File: src/rtl/fifo_pkg.sv
// Shared definitions for the fifo_ctrl block: default geometry, the
// extra-bit pointer type and the full-compare helper.
package fifo_pkg;

   localparam int DEFAULT_MEMORY_DEPTH = 4;
   localparam int DEFAULT_ADDRESS_SIZE = 2;

   typedef logic [DEFAULT_ADDRESS_SIZE:0] ptr_t;

   // The FIFO is full when the pointers sit on the same slot but the write
   // pointer has lapped the read pointer once (MSBs differ).
   function automatic logic ptr_full(input ptr_t w, input ptr_t r);
      return (w[DEFAULT_ADDRESS_SIZE] != r[DEFAULT_ADDRESS_SIZE]) &&
             (w[DEFAULT_ADDRESS_SIZE-1:0] == r[DEFAULT_ADDRESS_SIZE-1:0]);
   endfunction

endpackage

File: src/rtl/fifo_ctrl_if.sv
// Request/status bundle between the requesting logic (master) and the
// FIFO control block (slave), including the storage-array control lines.
interface fifo_ctrl_if
   import fifo_pkg::*;
#(
   parameter int ADDRESS_SIZE = DEFAULT_ADDRESS_SIZE
);

   logic                    wr_req;
   logic                    rd_req;
   logic                    mem_we;
   logic [ADDRESS_SIZE-1:0] mem_waddr;
   logic                    mem_re;
   logic [ADDRESS_SIZE-1:0] mem_raddr;
   logic                    rd_valid;
   logic                    full;
   logic                    empty;
   logic                    almost_full;
   logic                    almost_empty;
   logic [ADDRESS_SIZE:0]   count;
   logic                    overflow;
   logic                    underflow;

   modport master (
      output wr_req, rd_req,
      input  mem_we, mem_waddr, mem_re, mem_raddr, rd_valid, full, empty,
             almost_full, almost_empty, count, overflow, underflow
   );

   modport slave (
      input  wr_req, rd_req,
      output mem_we, mem_waddr, mem_re, mem_raddr, rd_valid, full, empty,
             almost_full, almost_empty, count, overflow, underflow
   );

endinterface

File: src/rtl/fifo_ptr_counter.sv
// Enabled binary pointer counter with synchronous active-low clear. Wraps
// naturally at 2**WIDTH, which is what the extra-bit full/empty scheme needs.
module fifo_ptr_counter
   import fifo_pkg::*;
#(
   parameter int WIDTH = DEFAULT_ADDRESS_SIZE + 1
) (
   input  logic             clk,
   input  logic             rst_n,
   input  logic             i_en,
   output logic [WIDTH-1:0] o_count
);

   logic [WIDTH-1:0] r_count;

   // Advance by one on each accepted operation; clear overrides the enable.
   always_ff @(posedge clk) begin
      if (!rst_n) begin
         r_count <= '0;
      end else if (i_en) begin
         r_count <= r_count + WIDTH'(1);
      end
   end

   assign o_count = r_count;

endmodule

File: src/rtl/fifo_ctrl.sv
// FIFO control block: qualifies push/pop against full/empty, drives the
// storage-array enables and addresses, and reports occupancy and errors.
// Build option FIFO_CTRL_STICKY_ERR_EN: when defined, overflow/underflow
// latch until reset; otherwise they pulse for one cycle per bad request.
module fifo_ctrl
   import fifo_pkg::*;
#(
   parameter int MEMORY_DEPTH = DEFAULT_MEMORY_DEPTH,
   parameter int ADDRESS_SIZE = DEFAULT_ADDRESS_SIZE,
   parameter int AF_LEVEL     = 3,
   parameter int AE_LEVEL     = 1
) (
   input logic        clk,
   input logic        rst_n,
   fifo_ctrl_if.slave bus
);

   localparam int PW = ADDRESS_SIZE + 1;
   localparam logic [ADDRESS_SIZE:0] AF_THRESH = PW'(AF_LEVEL);
   localparam logic [ADDRESS_SIZE:0] AE_THRESH = PW'(AE_LEVEL);

   logic [ADDRESS_SIZE:0] w_wPtr;
   logic [ADDRESS_SIZE:0] w_rPtr;
   logic [ADDRESS_SIZE:0] w_count;
   logic                  w_full;
   logic                  w_empty;
   logic                  w_pushOk;
   logic                  w_popOk;
   logic                  w_overflowHit;
   logic                  w_underflowHit;
   logic                  r_rdValid;
   logic                  r_overflow;
   logic                  r_underflow;

   if (MEMORY_DEPTH != (1 << ADDRESS_SIZE)) begin : gDepthCheck
      $error("fifo_ctrl: MEMORY_DEPTH must equal 2**ADDRESS_SIZE");
   end

   if (ADDRESS_SIZE == DEFAULT_ADDRESS_SIZE) begin : gPkgFull
      assign w_full = ptr_full(ptr_t'(w_wPtr), ptr_t'(w_rPtr));
   end else begin : gGenericFull
      assign w_full = (w_wPtr[ADDRESS_SIZE] != w_rPtr[ADDRESS_SIZE]) &&
                      (w_wPtr[ADDRESS_SIZE-1:0] == w_rPtr[ADDRESS_SIZE-1:0]);
   end

   assign w_empty        = (w_wPtr == w_rPtr);
   assign w_count        = w_wPtr - w_rPtr;
   assign w_pushOk       = bus.wr_req & ~w_full;
   assign w_popOk        = bus.rd_req & ~w_empty;
   assign w_overflowHit  = bus.wr_req & w_full;
   assign w_underflowHit = bus.rd_req & w_empty;

   fifo_ptr_counter #(.WIDTH(PW)) uWrPtr (
      .clk     (clk),
      .rst_n   (rst_n),
      .i_en    (w_pushOk),
      .o_count (w_wPtr)
   );

   fifo_ptr_counter #(.WIDTH(PW)) uRdPtr (
      .clk     (clk),
      .rst_n   (rst_n),
      .i_en    (w_popOk),
      .o_count (w_rPtr)
   );

   // Read data leaves the registered-read array one cycle after the pop, and
   // error flags report the request that hit a full/empty FIFO last cycle.
   always_ff @(posedge clk) begin
      if (!rst_n) begin
         r_rdValid   <= 1'b0;
         r_overflow  <= 1'b0;
         r_underflow <= 1'b0;
      end else begin
         r_rdValid   <= w_popOk;
`ifdef FIFO_CTRL_STICKY_ERR_EN
         r_overflow  <= r_overflow | w_overflowHit;
         r_underflow <= r_underflow | w_underflowHit;
`else
         r_overflow  <= w_overflowHit;
         r_underflow <= w_underflowHit;
`endif
      end
   end

   assign bus.mem_we       = w_pushOk;
   assign bus.mem_waddr    = w_wPtr[ADDRESS_SIZE-1:0];
   assign bus.mem_re       = w_popOk;
   assign bus.mem_raddr    = w_rPtr[ADDRESS_SIZE-1:0];
   assign bus.rd_valid     = r_rdValid;
   assign bus.full         = w_full;
   assign bus.empty        = w_empty;
   assign bus.almost_full  = (w_count >= AF_THRESH);
   assign bus.almost_empty = (w_count <= AE_THRESH);
   assign bus.count        = w_count;
   assign bus.overflow     = r_overflow;
   assign bus.underflow    = r_underflow;

endmodule

File: src/flat_wrapper.sv
// flat-port wrapper written by rule: the top's interface ports become plain ports
module fifo_ctrl_flat import fifo_pkg::*;
#(
   parameter int MEMORY_DEPTH = DEFAULT_MEMORY_DEPTH,
   parameter int ADDRESS_SIZE = DEFAULT_ADDRESS_SIZE,
   parameter int AF_LEVEL     = 3,
   parameter int AE_LEVEL     = 1
)
  (clk, rst_n, bus_wr_req, bus_rd_req, bus_mem_we, bus_mem_waddr, bus_mem_re, bus_mem_raddr, bus_rd_valid, bus_full, bus_empty, bus_almost_full, bus_almost_empty, bus_count, bus_overflow, bus_underflow);
  fifo_ctrl_if #(.ADDRESS_SIZE(ADDRESS_SIZE)) bus_i ();
  input logic clk;
  input logic rst_n;
  input wire logic [$bits(bus_i.wr_req)-1:0] bus_wr_req;
  input wire logic [$bits(bus_i.rd_req)-1:0] bus_rd_req;
  output wire logic [$bits(bus_i.mem_we)-1:0] bus_mem_we;
  output wire logic [$bits(bus_i.mem_waddr)-1:0] bus_mem_waddr;
  output wire logic [$bits(bus_i.mem_re)-1:0] bus_mem_re;
  output wire logic [$bits(bus_i.mem_raddr)-1:0] bus_mem_raddr;
  output wire logic [$bits(bus_i.rd_valid)-1:0] bus_rd_valid;
  output wire logic [$bits(bus_i.full)-1:0] bus_full;
  output wire logic [$bits(bus_i.empty)-1:0] bus_empty;
  output wire logic [$bits(bus_i.almost_full)-1:0] bus_almost_full;
  output wire logic [$bits(bus_i.almost_empty)-1:0] bus_almost_empty;
  output wire logic [$bits(bus_i.count)-1:0] bus_count;
  output wire logic [$bits(bus_i.overflow)-1:0] bus_overflow;
  output wire logic [$bits(bus_i.underflow)-1:0] bus_underflow;
  assign bus_i.wr_req = bus_wr_req;
  assign bus_i.rd_req = bus_rd_req;
  assign bus_mem_we = bus_i.mem_we;
  assign bus_mem_waddr = bus_i.mem_waddr;
  assign bus_mem_re = bus_i.mem_re;
  assign bus_mem_raddr = bus_i.mem_raddr;
  assign bus_rd_valid = bus_i.rd_valid;
  assign bus_full = bus_i.full;
  assign bus_empty = bus_i.empty;
  assign bus_almost_full = bus_i.almost_full;
  assign bus_almost_empty = bus_i.almost_empty;
  assign bus_count = bus_i.count;
  assign bus_overflow = bus_i.overflow;
  assign bus_underflow = bus_i.underflow;
  fifo_ctrl #(.MEMORY_DEPTH(MEMORY_DEPTH), .ADDRESS_SIZE(ADDRESS_SIZE), .AF_LEVEL(AF_LEVEL), .AE_LEVEL(AE_LEVEL)) u_core (.clk(clk), .rst_n(rst_n), .bus(bus_i));
endmodule
File: config.mk
export PLATFORM = sky130hd
export DESIGN_NAME = fifo_ctrl_flat
export DESIGN_NICKNAME = d
export VERILOG_FILES = /design/src/rtl/fifo_pkg.sv /design/src/rtl/fifo_ctrl_if.sv /design/src/rtl/fifo_ptr_counter.sv /design/src/rtl/fifo_ctrl.sv /design/src/flat_wrapper.sv
export SDC_FILE = /design/constraint.sdc
export NUM_CORES = 1
export LEC_CHECK = 0
export CORE_UTILIZATION = 39
export DETAILED_ROUTE_END_ITERATION = 10
export GPL_ROUTABILITY_DRIVEN = 1
export PLACE_DENSITY = 0.73
export REMOVE_ABC_BUFFERS = 1
export SLEW_MARGIN = 20
export SYNTH_ARGS = -nofsm -noshare
export SYNTH_HDL_FRONTEND = slang
export SYNTH_SLANG_ARGS = --single-unit
File: constraint.sdc
create_clock -name clk -period 1.7 [get_ports clk]
set_clock_uncertainty 0.05 [all_clocks]
set_input_delay 0.34 -clock clk [delete_from_list [all_inputs] [get_ports clk]]
set_output_delay 0.34 -clock clk [all_outputs]
set_load 0.02 [all_outputs]
==> qor.yml, run 1 <==
die:
  die_x_um: 41.3
  dieHeight_um: 41.3
  rows: 13
  fp.coreArea_um2: 1370
  start_util: 0.440
  fp.dieArea_um2: 1700
  ios: 20
clock_tree:
  cts_buffers: 3
  cts_buffer_depth: 2
  clk_latency_ns: 0.26
  clkTransAtPathRegs_ns: 0.07
  htree_num_levels: 1
  cts_tree: "yes"
  clock-root-buffer: "clkbuf_4"
  cts.sinks: 9
cells_and_area:
  area_delta_synth_final_pct: 63.2
  fin_cells: 121
  nets: 116
  stdcell_area_um2: 982
  layout-drive-gt1-share: 0.472
  antenna_cells: 0
  fin_util: 0.719
power:
  leakage_nw: 0.453
  power_mw: 2.22
  ir_drop_mv: 1.63
  powerDensity_nw_per_um2: 2260
outcome:
  outcome: "finished with violations"
  violations: "setup timing"
timing:
  timing.final.crit_share: 1.19
  min_period_ns: 2.03
  setup_violations: 8
  hold_slack_ns: 0.591
  maxSlewViolCount: 0
  tightestPinTransition_ns: 0.271
  fmax_mhz: 494
  timing.setup.tns_ns: -1.37
  finalWorstSetupSlack_ns: -0.326
  rsz0062_at_grt: "yes"
  slew-limit-headroom: 0.817
  finalHoldViolations: 0
synth:
  ys.flop_type: "dfxtp_1"
  seq_area_frac_synth: 0.299
  syn_avg_cell_area_um2: 8.60
  syn_inst: 70
  yosysMostFrequentCell: "nand4_1"
  yosys_warnings: 0
  netlist_top_cells_count: "nand4_1, dfxtp_1, inv_1, nand2_1"
  synth_cell_types: 31
  yosysTopAreaCellShare: 0.299
  syn_area_um2: 602
  synth-edff-count: 0
  async_reset_ff_frac: 0
  yosysTopAreaCell: "dfxtp_1"
  synth-seq-cells: 9
  synth_area_leaders: "dfxtp_1, nand4_1, ha_1"
global_route:
  met3_usage: 0.0815
  grt_busiest_layer: "met2"
  grt_pass1_vias: 545
  met2_usage: 0.406
  overflow: 0
  grt_max_degree: 16
  met1_usage: 0.239
  antenna_found_initial: 0
  grt_pass1_wl_um: 2380
  grtUsageTotal: 0.218
setup_path:
  rrSetupSlack_ns: 0.05
  endpoint: "bus_almost_full"
  timing_worst_setup_path_type: "flop to primary output"
  reg2reg_depth: 6
  start_kind: "flop"
  cp_max_fo: 3
  arrival_ns: 1.64
  cp.required_ns: 1.31
  reg2reg_to: "u_core.uRdPtr.o_count[2]"
  worstSetupEndpointType: "primary output"
  r2r_start: "u_core.uRdPtr.o_count[1]"
  startpoint: "u_core.uWrPtr.o_count[0]"
drt:
  avgRoutedWirePerCell_um: 12.7
  drc_errors: 0
  drtAntennaViolNets: 0
  drt-total-wl_um: 1540
  drt-initial-drc-count: 12
  via_per_inst: 5.49
  drtPass1Iterations: 4
  via_count: 664
placement:
  routabilityCongestion: 0.776
  hpwl_um: 1140
  numPortBuffers: 19
  detailedPlace.worstSlack_ns: -0.613
  place_inst: 113
  place_area_um2: 885
hold_path:
  min_from: "u_core.uRdPtr.o_count[2]"
  worstHoldPathType: "flop to flop"
run:
  drv_cap: 0
[where the power goes]
part | leakage, nW | switching, mW | internal (mW)
clock network | 0.0150 | 0.0827 | 0.0908
registers | 0.0750 | 0.0456 | 0.280
logic | 0.363 | 0.826 | 0.896
[critical path: stages, from the launching register on]
cell and delay (ns):
dfxtp_2 0.33, inv_2 0.07, ha_4 0.12, inv_2 0.03
fa_2 0.35, xor2_2 0.17, a21o_1 0.17, buf_6 0.12
[cell families after synthesis]
kind of cell | synth area share
XOR/XNOR | 0.0291
AND/OR/NAND/NOR | 0.353
flip-flops | 0.299
adder cells (fa/ha/maj) | 0.116
AO/OA/AOI/OAI | 0.0811
buffers and inverters | 0.121
[what timing repair did]
action	4_1_cts	5_1_grt
endpoints found under the hold margin	0	0
pin swaps	5	2
hold buffers	0	0
gates resized for setup	70	1
setup buffers	2	2
endpoints found under the setup margin	14	9
gates cloned	0	0
[flip-flops by register name, summed over array words and instances (netlist names)]
| name | count |
|---|---|
| u_core.bus.underflow | 1 |
| u_core.uWrPtr.o_count | 3 |
| u_core.bus.overflow | 1 |
| u_core.uRdPtr.o_count | 3 |
| u_core.bus.rd_valid | 1 |
[area by class of cell]
cell class / count / area [um2]
Clock buffer: 4 / 26.3
Fill cell: 124 / 384
Inverter: 5 / 21.3
Multi-Input combinational cell: 48 / 393
Sequential cell: 9 / 185
Tap cell: 15 / 18.8
Timing Repair Buffer: 40 / 338
[cell usage in the layout, fill, tap and decap left out, types with 3 or more instances in the layout]
| cell type | synthesis | final |
|---|---|---|
| buf_4 | 4 | 22 |
| buf_6 | 1 | 6 |
| nand2_1 | 5 | 4 |
| clkdlybuf4s50_1 | 0 | 6 |
| dfxtp_1 | 9 | 5 |
| clkbuf_4 | 0 | 3 |
| dlygate4sd2_1 | 0 | 4 |
| inv_2 | 0 | 3 |
| nand4_1 | 10 | 10 |
| dfxtp_2 | 0 | 4 |
[worst min path at each step]
stage	cells after the start	end	slack [ns]
after floorplan	2	u_core.bus.rd_valid	0.40
after global placement	3	u_core.uRdPtr.o_count[1]	0.56
after detailed placement	3	u_core.uRdPtr.o_count[1]	0.57
after CTS	3	u_core.uRdPtr.o_count[1]	0.59
after global routing	3	u_core.uRdPtr.o_count[2]	0.62
final	3	u_core.uRdPtr.o_count[2]	0.59
[metal layers]
metal | wire [um] | vias to the layer above
li1 | - | 330
met1 | 664 | 315
met2 | 792 | 19
met3 | 84 | 0
met4 | 0 | 0
met5 | 0 | -
Note: power is estimated with default switching activity, not from simulation.
==> run 2, diff against run 1 <==
--- a/config.mk
+++ b/config.mk
@@ -6,8 +6,8 @@
 export NUM_CORES = 1
 export LEC_CHECK = 0
 export CORE_UTILIZATION = 39
+export CTS_CLUSTER_SIZE = 12
 export DETAILED_ROUTE_END_ITERATION = 10
-export GPL_ROUTABILITY_DRIVEN = 1
 export PLACE_DENSITY = 0.73
 export REMOVE_ABC_BUFFERS = 1
 export SLEW_MARGIN = 20
==> results of run 2 <==
Same layout as run 1: the final DEF is identical, and so are final timing and power.
